File: config.mk
export PLATFORM = sky130hd
export DESIGN_NAME = tge_tx_pkt_gen
export DESIGN_NICKNAME = d
export VERILOG_FILES = /design/src/rtl/tge_tx_pkt_gen.sv
export SDC_FILE = /design/constraint.sdc
export NUM_CORES = 1
export LEC_CHECK = 0
export BUFFER_PORTS_ARGS = -buffer_cell sky130_fd_sc_hd__buf_4
export CORE_MARGIN = 1
export CORE_UTILIZATION = 25
export DETAILED_ROUTE_END_ITERATION = 7
export GPL_ROUTABILITY_DRIVEN = 0
export MAX_ROUTING_LAYER = met4
export PLACE_DENSITY_LB_ADDON = 0.08
export SKIP_LAST_GASP = 1
export SLEW_MARGIN = 30
export SYNTH_ARGS = -nofsm -noshare
export SYNTH_HDL_FRONTEND = slang
export SYNTH_SLANG_ARGS = --single-unit
File: constraint.sdc
create_clock -name clk -period 8.16 [get_ports clk]
set_input_delay 0.816 -clock clk [delete_from_list [all_inputs] [get_ports clk]]
set_output_delay 0.816 -clock clk [all_outputs]
set_load 0.02 [all_outputs]
File: src/rtl/tge_tx_pkt_gen.sv
// 10GbE TX test packet generator: emits fixed-length packets of 64-bit sequence/index
// words, with a programmable inter-packet gap and packet count, under core back-pressure.
module tge_tx_pkt_gen #(
  parameter logic [31:0] DEST_IP   = {8'd192, 8'd168, 8'd43, 8'd41},
  parameter logic [15:0] DEST_PORT = 16'h6666
) (
  input  logic        clk,
  input  logic        rst,
  input  logic        en,
  input  logic [11:0] pkt_len,
  input  logic [15:0] gap,
  input  logic [31:0] pkt_count_max,
  input  logic        tx_afull,
  input  logic        tx_overflow,
  output logic        tx_valid,
  output logic        tx_end_of_frame,
  output logic [63:0] tx_data,
  output logic [31:0] tx_dest_ip,
  output logic [15:0] tx_dest_port,
  output logic        busy,
  output logic        done,
  output logic [31:0] pkts_sent,
  output logic        overflow_seen
);

  typedef enum logic [1:0] {IDLE, SEND, GAP, DONE} state_t;

  state_t      state, state_nxt;
  logic [11:0] len_q;
  logic [15:0] gap_q;
  logic [31:0] cnt_max_q;
  logic [11:0] word_idx;
  logic [31:0] seq;
  logic [15:0] gap_cnt;
  logic        start, send_word, last_word;

  assign tx_dest_ip   = DEST_IP;
  assign tx_dest_port = DEST_PORT;
  assign busy         = (state == SEND) || (state == GAP);
  assign done         = (state == DONE);

  assign start     = (state == IDLE) && en && (pkt_len != 12'd0);
  assign send_word = (state == SEND) && !tx_afull;
  assign last_word = send_word && (word_idx == len_q - 12'd1);

  always_comb begin
    state_nxt = state;
    case (state)
      IDLE: if (start) state_nxt = SEND;
      SEND: begin
        // A packet in flight always finishes; the exit decision happens on its eof word.
        if (last_word) begin
          if ((cnt_max_q != 32'd0) && (pkts_sent + 32'd1 == cnt_max_q)) state_nxt = DONE;
          else if (!en)                                                  state_nxt = IDLE;
          else if (gap_q != 16'd0)                                       state_nxt = GAP;
          else                                                           state_nxt = SEND;
        end
      end
      GAP: begin
        if (!en)                    state_nxt = IDLE;
        else if (gap_cnt == 16'd0)  state_nxt = SEND;
      end
      DONE: if (!en) state_nxt = IDLE;
      default: state_nxt = IDLE;
    endcase
  end

  always_ff @(posedge clk) begin
    if (rst) begin
      state         <= IDLE;
      len_q         <= 12'd0;
      gap_q         <= 16'd0;
      cnt_max_q     <= 32'd0;
      word_idx      <= 12'd0;
      seq           <= 32'd0;
      gap_cnt       <= 16'd0;
      pkts_sent     <= 32'd0;
      overflow_seen <= 1'b0;
    end else begin
      state <= state_nxt;
      if (start) begin
        len_q         <= pkt_len;
        gap_q         <= gap;
        cnt_max_q     <= pkt_count_max;
        word_idx      <= 12'd0;
        seq           <= 32'd0;
        pkts_sent     <= 32'd0;
        overflow_seen <= 1'b0;
      end
      if (send_word) word_idx <= last_word ? 12'd0 : word_idx + 12'd1;
      if (last_word) begin
        seq       <= seq + 32'd1;
        pkts_sent <= pkts_sent + 32'd1;
        // Entering GAP counts down gap-1..0, giving exactly gap idle cycles.
        gap_cnt   <= gap_q - 16'd1;
      end else if ((state == GAP) && (gap_cnt != 16'd0)) begin
        gap_cnt <= gap_cnt - 16'd1;
      end
      if (tx_overflow) overflow_seen <= 1'b1;
    end
  end

  // Output register stage
  always_ff @(posedge clk) begin
    if (rst) begin
      tx_valid        <= 1'b0;
      tx_end_of_frame <= 1'b0;
      tx_data         <= 64'd0;
    end else if (send_word) begin
      tx_valid        <= 1'b1;
      tx_end_of_frame <= last_word;
      tx_data         <= {seq, 20'd0, word_idx};
    end else begin
      tx_valid        <= 1'b0;
      tx_end_of_frame <= 1'b0;
      tx_data         <= 64'd0;
    end
  end

endmodule

==> results.yml <==
outcome:
  status: "finished, final reports clean"
die:
  io_pins: 214
  die-area_sq_um: 41700
  die_x_microns: 204
  rows: 73
  core_area_sq_um: 40000
  start_util_pct: 25.5
  die_height_microns: 204
sta:
  period_needed_ns: 4.45
  fin_skew_ns: 0.0142
  rsz0062_at_grt: "no"
  fmax_mhz: 225
  timing.slew.headroom_pct: 42.6
  min_period_over_period_pct: 54.6
  worst_pin_slew_ns: 0.854
  tns_ns: 0
  drv_slew: 0
  final-setup-viol-count: 0
  fin_hold_ws_ns: 0.454
  hold_viol_final: 0
route:
  vias: 8947
  routed_wl_mm: 30.3
  first_pass_iters: 5
  via_per_inst: 4.63
  drtAntennaViolNets: 0
  drt_iter0_markers: 558
  drc: 0
  wire_per_inst_microns: 15.7
placement:
  dpl.hpwl_mm: 21.0
  io_buffers: 145
  dp_cells: 1883
clock_tree:
  cts_buffers: 26
  cts_hold_buf: 0
  clock_latency_ns: 0.53
  cts_resized: 0
  cts_root_buffer: "clkbuf_16"
  cts.sinks: 201
  path_clk_slew_ns: 0.06
  post_cts_buffers: 0
  cts_buffer_depth: 3
  htree_levels: 1
  cts_tree: "yes"
global_route:
  overflow: 0
  antenna_found_initial: 0
  grt_max_degree: 88
  grt_pass1_wl_mm: 47.6
  track_usage_pct: 14.6
  grt_pass1_vias: 8357
finish:
  area.growth.synth_to_final_pct: 21.3
  diodes: 0
  layout.cells.non_filler: 1931
  nNetsFinal: 1460
  drive_gt1_share_pct: 15.0
  final_util_pct: 31.0
setup_path:
  cp-startpoint: "len_q[0]$_SDFFE_PP0P_"
  crit_fanout: 41
  r2r_slack_ns: 3.71
  critPathKind: "register to register"
  startpoint_type: "register"
  worstPathArrival_ns: 4.84
  cp.required_ns: 8.55
  r2r_start: "len_q[0]$_SDFFE_PP0P_"
  endpoint_kind: "register"
  reg2reg_depth: 17
  reg2reg_to: "gap_cnt[10]$_SDFFE_PP0P_"
synth:
  synth-edff-count: 0
  synth_top_cell_by_area: "dfxtp_1"
  synth-seq-area-share_pct: 39.4
  synth_cell_types: 56
  ys_warn_count: 0
  syn_area_sq_um: 10200
  yosys-top-cells-area: "dfxtp_1 (39%), a21oi_1 (6.7%), nand2_1 (6.4%)"
  avgSynthCellArea_sq_um: 7.98
  async_flop_share_pct: 0
  synth_top_area_share_pct: 39.4
  ys_ff_latch: 201
  synthFlopType: "dfxtp_1"
  synth_cells: 1281
min_path:
  hold_path.class: "register to register"
  worst_hold_path.num_cells: 1
  hp-start: "seq[31]$_SDFFE_PP0P_"
  holdPathEnd: "seq[31]$_SDFFE_PP0P_"
run:
  max_cap_viol_count: 0
power_and_ir_drop:
  peakVddDrop_mv: 0.122
  p_leak_nw: 4.88
  power_mw: 2.49
  powerDensity_nw_per_um2: 201
[per-layer routing]
metal  up-vias  routed length, microns  GRT usage [%]  part of all wire, %
li1       4555                       -              -                    -
met1      4163                   15000           20.3                   50
met2       189                   13600           22.5                   45
met3        40                    1050           1.90                  3.4
met4         0                     633           3.52                  2.1
met5         -                       0              -                    0
[synth_stat cells, types with 6 or more instances]
library cell  instances
nand2b_1              7
a21oi_1             136
mux2i_1               8
and2_1               63
buf_4                68
nand2_1             174
dfxtp_1             201
and3_1               20
nand3_1              39
o21ai_0              54
buf_1                 6
o211ai_1              9
or4_1                12
clkbuf_1             67
o31ai_1              10
or3_1                22
nor2_1               86
inv_1                14
xor2_1               40
xnor2_1              53
a211oi_1             18
nor3_1               24
nand3b_1             16
a31oi_1              10
or2_2                 6
nor4_1               24
nand4_1              20
and4_1                6
nor3b_1               8
ha_1                  9
[metrics by stage]
step | cell area [sq um] | setup slack (ns)
6_report | 12400 | 3.71
5_1_grt | 12400 | 3.01
4_1_cts | 12400 | 3.65
3_5_place_dp | 11500 | 3.68
3_3_place_gp | 11500 | 3.79
2_1_floorplan | 10500 | 3.99
[logic make-up (layout without fill, tap and decap cells)]
logic type               Yosys count  in the layout  share of synthesized area, %
AO/OA/AOI/OAI                    264            264                          14.9
buffers and inverters            157            216                          8.29
multiplexers                       8              8                         0.784
flip-flops                       201            201                          39.4
XOR/XNOR                          93             93                          7.97
other                              2             68                        0.0735
AND/OR/NAND/NOR                  547            547                          27.5
adder cells (fa/ha/maj)            9              9                          1.10
[layout make-up]
| type | count | area [sq um] |
|---|---|---|
| Clock buffer | 45 | 843 |
| Multi-Input combinational cell | 989 | 5610 |
| Timing Repair Buffer | 154 | 1160 |
| Tap cell | 525 | 657 |
| Fill cell | 4360 | 27600 |
| Sequential cell | 201 | 4020 |
| Clock inverter | 3 | 43.8 |
| Inverter | 14 | 52.6 |
[flip-flops by register name, summed over array words and instances, names as in the netlist]
signal and flops:
seq 32, cnt_max_q 32, overflow_seen 1, word_idx 12, pkts_sent 32, tx_data 44, gap_q 16, len_q 12
tx_valid 1, tx_end_of_frame 1, gap_cnt 16, state 2
[power by group]
group | internal [mW] | switching [mW] | leakage (nW) | total, mW
Sequential | 1.01 | 0.0320 | 1.63 | 1.04
Clock | 0.726 | 0.443 | 0.436 | 1.17
Combinational | 0.101 | 0.181 | 2.82 | 0.282
[worst max-delay path, stage by stage (launching register included)]
cell and delay [ns]:
dfxtp_1 0.40, inv_1 0.07, ha_1 0.26, o21ba_1 0.19, a221o_1 0.35, a221oi_1 0.27
nand4_1 0.23, or4_2 0.68, buf_4 0.30, mux2i_1 0.22, ha_1 0.26, nand2_1 0.11
nor3_1 0.25, nand2b_1 0.13, nor4_1 0.24, xor2_1 0.11, o21ai_0 0.18, nor2_1 0.05
[placed cells by master, fill, tap and decap left out, drive strengths merged, types with 9 or more instances in the layout]
cell and instances:
nor2 86, xor2 40, nor4 24, nand3b 16
clkbuf 45, xnor2 53, nor3 24, dfxtp 201
or4 13, or3 23, o31ai 10, o211ai 9
o21ai 54, a21oi 136, nand3 39, buf 154
nand2 174, a211oi 18, ha 9, and2 63
inv 14, nand4 20, a31oi 10, and3 20
conb 68
[worst max-delay path by stage]
stage | to | slack, ns | cells past startpoint
floorplan | gap_cnt[10]$_SDFFE_PP0P_ | 3.99 | 19
global placement | gap_cnt[10]$_SDFFE_PP0P_ | 3.79 | 17
detailed placement | gap_cnt[10]$_SDFFE_PP0P_ | 3.68 | 17
CTS | gap_cnt[10]$_SDFFE_PP0P_ | 3.65 | 17
global route | gap_cnt[10]$_SDFFE_PP0P_ | 3.01 | 17
finish | gap_cnt[10]$_SDFFE_PP0P_ | 3.71 | 17
Power figures use the tool's default switching activity.
